===== src/rtl/fetch_unit.sv =====
`default_nettype none
// ============================================================================
// fetch_unit : four-state instruction fetcher with PC redirect and handshake
// Revision   : 1.0
// ============================================================================
module fetch_unit #(
    parameter logic [15:0] RESET_PC = 16'h0000
) (
    input  logic        clk,
    input  logic        reset,
    output logic [15:0] mem_addr,
    output logic        mem_rd_en,
    input  logic [15:0] mem_data,
    output logic [15:0] instr,
    output logic        instr_valid,
    input  logic        instr_ready,
    input  logic        en_pc,
    input  logic        pc_mux_en,
    input  logic [15:0] branch_target,
    output logic [15:0] pc,
    output logic [15:0] fetch_count
);

    localparam logic [1:0] S_IDLE = 2'd0;
    localparam logic [1:0] S_REQ  = 2'd1;
    localparam logic [1:0] S_WAIT = 2'd2;
    localparam logic [1:0] S_HOLD = 2'd3;

    logic [1:0] state;
    logic       redirect;

    assign redirect  = en_pc & pc_mux_en;
    assign mem_addr  = pc;
    assign mem_rd_en = (state == S_REQ);

    always_ff @(posedge clk or negedge reset) begin
        if (!reset) begin
            state       <= S_IDLE;
            pc          <= RESET_PC;
            instr       <= 16'h0000;
            instr_valid <= 1'b0;
            fetch_count <= 16'h0000;
        end else if (redirect) begin
            // Redirect beats everything, including an in-flight read or an accept
            pc          <= branch_target;
            instr_valid <= 1'b0;
            state       <= S_REQ;
        end else begin
            case (state)
                S_IDLE: state <= S_REQ;
                S_REQ:  state <= S_WAIT;
                S_WAIT: begin
                    instr       <= mem_data;
                    instr_valid <= 1'b1;
                    state       <= S_HOLD;
                end
                S_HOLD: begin
                    if (instr_ready) begin
                        pc          <= pc + 16'd1;
                        fetch_count <= fetch_count + 16'd1;
                        instr_valid <= 1'b0;
                        state       <= S_REQ;
                    end
                end
                default: state <= S_IDLE;
            endcase
        end
    end

endmodule
`default_nettype wire


===== config.mk =====
export PLATFORM = sky130hd
export DESIGN_NAME = fetch_unit
export DESIGN_NICKNAME = d
export VERILOG_FILES = /design/src/rtl/fetch_unit.sv
export SDC_FILE = /design/constraint.sdc
export NUM_CORES = 1
export LEC_CHECK = 0
export ABC_AREA = 1
export BUFFER_PORTS_ARGS = -buffer_cell sky130_fd_sc_hd__buf_2
export CAP_MARGIN = 20
export CORE_UTILIZATION = 50
export CTS_CLUSTER_SIZE = 10
export DETAILED_ROUTE_END_ITERATION = 10
export GPL_ROUTABILITY_DRIVEN = 0
export PLACE_DENSITY = 0.81
export SLEW_MARGIN = 20
export SYNTH_ARGS = -nofsm -noshare
export SYNTH_HDL_FRONTEND = slang
export SYNTH_SLANG_ARGS = --single-unit

===== constraint.sdc =====
create_clock -name clk -period 2.75 [get_ports clk]
set_clock_uncertainty 0.2 [all_clocks]
set_input_delay 0.275 -clock clk [delete_from_list [all_inputs] [get_ports clk]]
set_output_delay 0.275 -clock clk [all_outputs]
set_load 0.1 [all_outputs]

==> results of run 1 <==
cell usage after synthesis (2+ instances only):
library cell and n:
nand2_1 88, dfrtp_1 51, inv_1 30, nor2_1 28, nand3_1 23, buf_4 20
mux2_2 16, o21ai_0 13, xor2_1 9, xnor2_1 7, a21oi_1 6, ha_1 6
nand4_1 5, nand2_2 3, o211ai_1 3, o21ai_1 3, inv_2 2, nand2_4 2
nor2_4 2, o21bai_1 2
final timing paths:
path | endpoint | slack [ps] | cells after the start
min in group asynchronous | mem_addr[12] | 110 | 2
min | instr[1] | 3 | 2
min reg2reg | instr[6] | 300 | 1
max reg2reg | mem_addr[7] | 790 | 6
max in group asynchronous | instr[4] | 1670 | 3
max | mem_addr[7] | 790 | 6
cell usage in the layout, fill, tap and decap left out, types with 3 or more instances in the layout:
cell / netlist / routed
nand2_2: 3 / 3
a21oi_1: 6 / 6
o211ai_1: 3 / 3
nand4_1: 5 / 5
o21ai_1: 3 / 3
nand3_1: 23 / 23
mux2_2: 16 / 16
buf_2: 1 / 102
dlygate4sd3_1: 0 / 10
clkbuf_8: 0 / 7
dfrtp_1: 51 / 51
nor2_1: 28 / 28
xnor2_1: 7 / 7
ha_1: 6 / 6
nand2_1: 88 / 88
xor2_1: 9 / 9
o21ai_0: 13 / 13
inv_1: 30 / 30
timing repair:
action,4_1_cts,5_1_grt
endpoints found under the hold margin,59,1
hold buffers,9,1
gates resized for setup,0,0
metal layers:
| metal | wire (microns) | track usage |
|---|---|---|
| met4 | 74 | 0.0736 |
| met1 | 2720 | 0.275 |
| met2 | 3400 | 0.426 |
| met3 | 399 | 0.0440 |
| met5 | 0 | 0 |
cell type report:
cell class | count | share of cell area
timing repair buffer | 114 | 0.179
inverter | 33 | 0.0359
clock buffer | 8 | 0.0287
multi-input combinational | 224 | 0.364
tap | 72 | 0.0258
sequential | 51 | 0.366
sequential cells by signal (all words and copies together) (netlist names):
register     flops
instr           16
instr_valid      1
state            2
mem_addr        16
fetch_count     16
per-stage QoR:
| step | std cells | utilization |
|---|---|---|
| floorplan | 329 | - |
| finish | 502 | 0.637 |
| global route | 502 | 0.637 |
| CTS | 501 | 0.636 |
| global placement | 484 | 0.601 |
| detailed placement | 484 | 0.601 |
cells by family (layout without fill, tap and decap cells):
family / after synthesis / after routing / synth area share
buf+inv: 54 / 155 / 0.0991
flops: 51 / 51 / 0.451
mux: 16 / 16 / 0.0637
fa+ha+maj: 6 / 6 / 0.0265
xor+xnor: 16 / 16 / 0.0496
simple gates: 157 / 157 / 0.252
compound gates: 29 / 29 / 0.0575
==> impl_metrics.tcl, run 1 <==
set metrics [dict create \
    async_flop_share 1.00 \
    worstPathArrival_ps 1940 \
    slowest_stage "dfrtp_1" \
    path_cells "ha_1, nand2_2, nand2_1, inv_2, a22o_1, o21bai_1" \
    synth.distinct_cells 30 \
    dr_total_vias 2539 \
    clk_latency_ps 290 \
    fill_cells 468 \
    maxCapViolCount 0 \
    path_class "flop to flop" \
    coreArea_sq_mm 0.00547 \
    n_antenna_cell 0 \
    drive_above_1_share 0.330 \
    drt-pass1-iter-count 4 \
    placed_area_sq_mm 0.00329 \
    syn2layout_area_growth_pct 23.4 \
    critPathRequiredTime_ps 2740 \
    cp-startpoint "state[0]" \
    ys_ff_latch 51 \
    tns_ps 0 \
    synth_top_area_share 0.451 \
    clock-root-buffer "clkbuf_8" \
    yosys_warnings 0 \
    ff_latch_area_sq_mm 0.00128 \
    cts_buffer_depth 2 \
    clock_sinks 51 \
    final_area_sq_mm 0.00349 \
    synth_ff_type "dfrtp_1" \
    grt_pass1_vias 2473 \
    drc 0 \
    die-area_sq_mm 0.00596 \
    hold_path_startpoint "mem_data[1]" \
    path_buf_inv 1 \
    grt_max_degree 30 \
    synth_nets 372 \
    period_needed_ps 1960 \
    yosys.area.top_type "dfrtp_1" \
    post-place-ws_ps 804 \
    grt_pass1_wl_microns 11100 \
    synth_area_per_cell_sq_um 8.59 \
    rsz0062_at_grt "false" \
    htree_levels 2 \
    worstMarginPinSlew_ps 497 \
    max_freq_mhz 511 \
    wirelength_microns 6590 \
    timing.max_slew.rel_slack 0.671 \
    ys_seq_area_frac 0.451 \
    maxSlewViolCount 0 \
    setup_ws_ps 794 \
    hold-worst-slack_ps 3.00 \
    ys_top_cells_by_area "dfrtp_1 (45%), nand2_1 (12%), mux2_2 (6.4%), buf_4 (5.3%), nand3_1 (4.1%)" \
    synth-edff-count 0 \
    multi_input_area_sq_mm 0.00127 \
    setup_viol 0 \
    wire_per_inst_microns 13.1 \
    period_share 0.711 \
    initial_core_util 0.517 \
    routed_via_density 5.06 \
    cp_max_fo 12 \
    rows 27 \
    first_iter_violations 183 \
    cts-buffers-inserted 5 \
    cts.clk_slew.worst_paths_ps 90 \
    grt_use_total 0.234 \
    cts_tree "built" \
    critPathTopFamily "simple AND/OR/NAND/NOR gates" \
    synthCells 329 \
    drtAntennaViolNets 0 \
    outcome "finished clean" \
    chipWidth_microns 77.2 \
    grt_overflow 0 \
    hpwl_microns 4890 \
    boundaryPins 103 \
    fp.dieH_microns 77.2 \
    num-nets-final 472 \
    post_cts_buffers 0 \
    antenna_found_initial 0 \
    hold_path_class "input port to flop" \
    endpoint_kind "flop" \
    hold_viol_final 0 \
    cpPeakStageDelay_ps 440 \
    synth_area_sq_mm 0.00283 \
    regToRegStartpoint "state[0]" \
    critPathLaunchType "flop" \
    io_buffer_count 102 \
]
Power of run 1 is not shown: default switching activity piles up to over one toggle a cycle in this logic, so the estimate is an artifact.
==> run 2, diff against run 1 <==
==> constraint.sdc (replaced) <==
create_clock -name clk -period 2 [get_ports clk]
set_clock_uncertainty 0.2 [all_clocks]
set_input_delay 0.2 -clock clk [delete_from_list [all_inputs] [get_ports clk]]
set_output_delay 0.2 -clock clk [all_outputs]
set_load 0.1 [all_outputs]
==> impl_metrics.tcl, run 2 (same netlist as run 1, synthesis figures left out) <==
set metrics [dict create \
    rsz0062_at_grt "false" \
    clock_sinks 51 \
    syn2layout_area_growth_pct 31.1 \
    wire_per_inst_microns 12.8 \
    cts_buffer_depth 2 \
    hold_path_startpoint "branch_target[10]" \
    drt-pass1-iter-count 4 \
    coreArea_sq_mm 0.00547 \
    slowest_stage "dfrtp_1" \
    drtAntennaViolNets 0 \
    maxCapViolCount 0 \
    period_share 0.901 \
    io_buffer_count 102 \
    clock-root-buffer "clkbuf_8" \
    htree_levels 2 \
    r2r_setup_slack_ps 200 \
    path_class "flop to flop" \
    fill_cells 462 \
    cts-buffers-inserted 5 \
    period_needed_ps 1800 \
    grt_max_degree 52 \
    outcome "finished clean" \
    setup_viol 0 \
    critPathRequiredTime_ps 1990 \
    met3_usage 0.0369 \
    fp.dieH_microns 77.2 \
    timing.max_slew.rel_slack 0.571 \
    grt_pass1_wl_microns 11000 \
    endpoint_kind "flop" \
    busiest_layer "met2" \
    rows 27 \
    final_common_cell "buf_2" \
    worstPathArrival_ps 1790 \
    cts_tree "built" \
    hpwl_microns 4550 \
    cp-startpoint "state[0]" \
    antenna_found_initial 0 \
    critPathLaunchType "flop" \
    grt_use_total 0.232 \
    hold_path_class "input port to flop" \
    first_iter_violations 134 \
    dr_total_vias 2568 \
    cp_max_fo 8 \
    path_cells "ha_1, nand2_2, nor2_8, nand2_4, nor2_4, nand3_1, xor2_1" \
    num-nets-final 489 \
    grt_pass1_vias 2396 \
    wirelength_microns 6650 \
    tns_ps 0 \
    die-area_sq_mm 0.00596 \
    routed_via_density 4.95 \
    clk_latency_ps 300 \
    use_met1 0.291 \
    hold-worst-slack_ps 4.09 \
    grt_overflow 0 \
    boundaryPins 103 \
    hold_viol_final 0 \
    worstMarginPinSlew_ps 644 \
    n_antenna_cell 0 \
    initial_core_util 0.517 \
    regToRegStartpoint "state[0]" \
    max_freq_mhz 555 \
    drc 0 \
    drive_above_1_share 0.358 \
    maxSlewViolCount 0 \
    cpPeakStageDelay_ps 430 \
    mostFrequentLayoutCells "buf_2 (102), nand2_1 (88), dfrtp_1 (35)" \
    chipWidth_microns 77.2 \
    cts.clk_slew.worst_paths_ps 90 \
    grt.met2_usage 0.414 \
]
[run 2: what timing repair did]
| item | in CTS | in global routing |
|---|---|---|
| hold buffers | 25 | 0 |
| buffers inserted | 0 | 0 |
| gates resized for setup | 0 | 0 |
| endpoints found under the setup margin | 0 | 0 |
| hold endpoints to repair | 75 | 0 |
[run 2: worst paths after layout]
| path | endpoint | depth (start not counted) |
|---|---|---|
| hold reg to reg | fetch_count[3] | 1 |
| min in group asynchronous | mem_addr[12] | 3 |
| setup reg to reg | fetch_count[14] | 7 |
| setup / recovery | fetch_count[14] | 7 |
| max in group asynchronous | fetch_count[2] | 3 |
| hold / removal | mem_addr[10] | 5 |
[run 2: per-stage QoR]
stage,instances,utilization,instance area (sq um),worst slack (ps)
3_5_place_dp,486,0.607,3320,210
6_report,519,0.677,3710,197
5_1_grt,519,0.677,3710,86.9
2_1_floorplan,329,-,2850,8.08
4_1_cts,519,0.677,3710,193
3_3_place_gp,486,0.607,3320,297
[run 2: layer usage]
layer / vias to the layer above / wire length (microns)
li1: 1268 / -
met4: 0 / 57
met1: 1189 / 2750
met2: 103 / 3420
met3: 8 / 420
met5: - / 0
[run 2: critical path: cells and delay by family, from the launching register on]
kind          cells  cell delay (ps)
simple gates      5              690
xor+xnor          1              160
flops             1              430
fa+ha+maj         1              200
[run 2: layout make-up]
type / count / area [sq um] / area share
flip-flops and latches: 51 / 1300 / 0.350
inverters: 33 / 125 / 0.0338
repair buffers: 131 / 791 / 0.213
multi-input cells: 224 / 1270 / 0.343
well taps: 72 / 90.1 / 0.0243
clock buffers: 6 / 72.6 / 0.0196
clock inverters: 2 / 60.1 / 0.0162
Power of run 2 is left out for the same reason.
==> run 3, diff against run 2 <==
--- a/config.mk
+++ b/config.mk
@@ -7,7 +7,6 @@
 export LEC_CHECK = 0
 export ABC_AREA = 1
 export BUFFER_PORTS_ARGS = -buffer_cell sky130_fd_sc_hd__buf_2
-export CAP_MARGIN = 20
 export CORE_UTILIZATION = 50
 export CTS_CLUSTER_SIZE = 10
 export DETAILED_ROUTE_END_ITERATION = 10
==> constraint.sdc (replaced) <==
create_clock -name clk -period 2 [get_ports clk]
set_clock_uncertainty 0.2 [all_clocks]
set_input_delay 0.5 -clock clk [delete_from_list [all_inputs] [get_ports clk]]
set_output_delay 0.5 -clock clk [all_outputs]
set_load 0.1 [all_outputs]
==> impl_metrics.tcl, run 3 (same netlist as run 1, synthesis figures left out) <==
set metrics [dict create \
    outcome "finished clean" \
    final_area_sq_mm 0.00347 \
    period_share 0.965 \
    cpPeakStageDelay_ps 460 \
    worstMarginPinSlew_ps 494 \
    maxSlewViolCount 0 \
    initial_core_util 0.517 \
    clock_sinks 51 \
    rsz0062_at_grt "false" \
    first_iter_violations 107 \
    mostFrequentLayoutCells "buf_2 (101), nand2_1 (88), inv_1 (30)" \
    drtAntennaViolNets 0 \
    tns_ps 0 \
    hold_path_class "input port to flop" \
    busiest_layer "met2" \
    setup_viol 0 \
    final_common_cell "buf_2" \
    path_cells "buf_2" \
    wirelength_microns 6290 \
    cts_tree "built" \
    coreArea_sq_mm 0.00547 \
    period_needed_ps 1930 \
    grt_max_degree 52 \
    max_freq_mhz 518 \
    critPathTopFamily "flip-flops" \
    grt.met2_usage 0.404 \
    drive_above_1_share 0.399 \
    ff_latch_area_sq_mm 0.00130 \
    path_buf_inv 1 \
    maxCapViolCount 0 \
    wire_per_inst_microns 12.7 \
    grt_use_total 0.221 \
    path_class "flop to output port" \
    slowest_stage "dfrtp_1" \
    placed_area_sq_mm 0.00337 \
    boundaryPins 103 \
    io_buffer_count 102 \
    syn2layout_area_growth_pct 22.7 \
    n_antenna_cell 0 \
    cts_buffer_depth 2 \
    use_met1 0.256 \
    endpoint_kind "output port" \
    routed_via_density 5.02 \
    clk_latency_ps 300 \
    die-area_sq_mm 0.00596 \
    cts-buffers-inserted 5 \
    grt_pass1_wl_microns 10500 \
    multi_input_area_sq_mm 0.00127 \
    fill_cells 494 \
    fp.dieH_microns 77.2 \
    critPathLaunchType "flop" \
    chipWidth_microns 77.2 \
    cts.clk_slew.worst_paths_ps 100 \
    drc 0 \
    rows 27 \
    critPathRequiredTime_ps 1300 \
    drt-pass1-iter-count 4 \
    num-nets-final 466 \
    htree_levels 2 \
    worstPathArrival_ps 1230 \
    cp_max_fo 5 \
    timing.max_slew.rel_slack 0.673 \
    grt_pass1_vias 2367 \
    clock-root-buffer "clkbuf_8" \
    grt_overflow 0 \
    hold_viol_final 0 \
    met3_usage 0.0548 \
    dr_total_vias 2488 \
    fin_util 0.634 \
    antenna_found_initial 0 \
    hpwl_microns 4720 \
]
run 3: per-layer routing:
metal	up-vias	wire length (microns)
li1	1222	-
met1	1168	2520
met2	94	3270
met3	4	471
met4	0	21
met5	-	0
run 3: path summary, 6_finish.rpt:
path                       slack, ps              from  cells after the start         endpoint
max in group asynchronous        840             reset                      3   fetch_count[2]
setup / recovery                  70   fetch_count[11]                      1  fetch_count[11]
min in group asynchronous        510             reset                      3      mem_addr[9]
hold reg to reg                  310          instr[8]                      1         instr[8]
hold / removal                   220  branch_target[9]                      3      mem_addr[9]
setup reg to reg                 210          state[0]                      7   fetch_count[7]
run 3: per-stage QoR:
| step | hold WS (ps) | setup WS, ps | std cells |
|---|---|---|---|
| after floorplan | 4.41 | 8.08 | 329 |
| after global placement | 282 | 170 | 487 |
| after detailed placement | 290 | 134 | 487 |
| after CTS | 203 | 62.1 | 496 |
| after global routing | 203 | 3.74 | 496 |
| final | 216 | 69.7 | 496 |
run 3: cell type report:
cell class                      count  share of cell area
Timing Repair Buffer              108               0.169
Multi-Input combinational cell    224               0.367
Clock inverter                      3             0.00649
Inverter                           33              0.0361
Tap cell                           72              0.0260
Sequential cell                    51               0.376
Clock buffer                        5              0.0198
run 3: what timing repair did:
item	4_1_cts	5_1_grt
endpoints found under the hold margin	51	0
setup buffers	0	0
resized for setup	0	1
hold buffers	1	0
endpoints found under the setup margin	0	1
Power of run 3 is left out for the same reason.
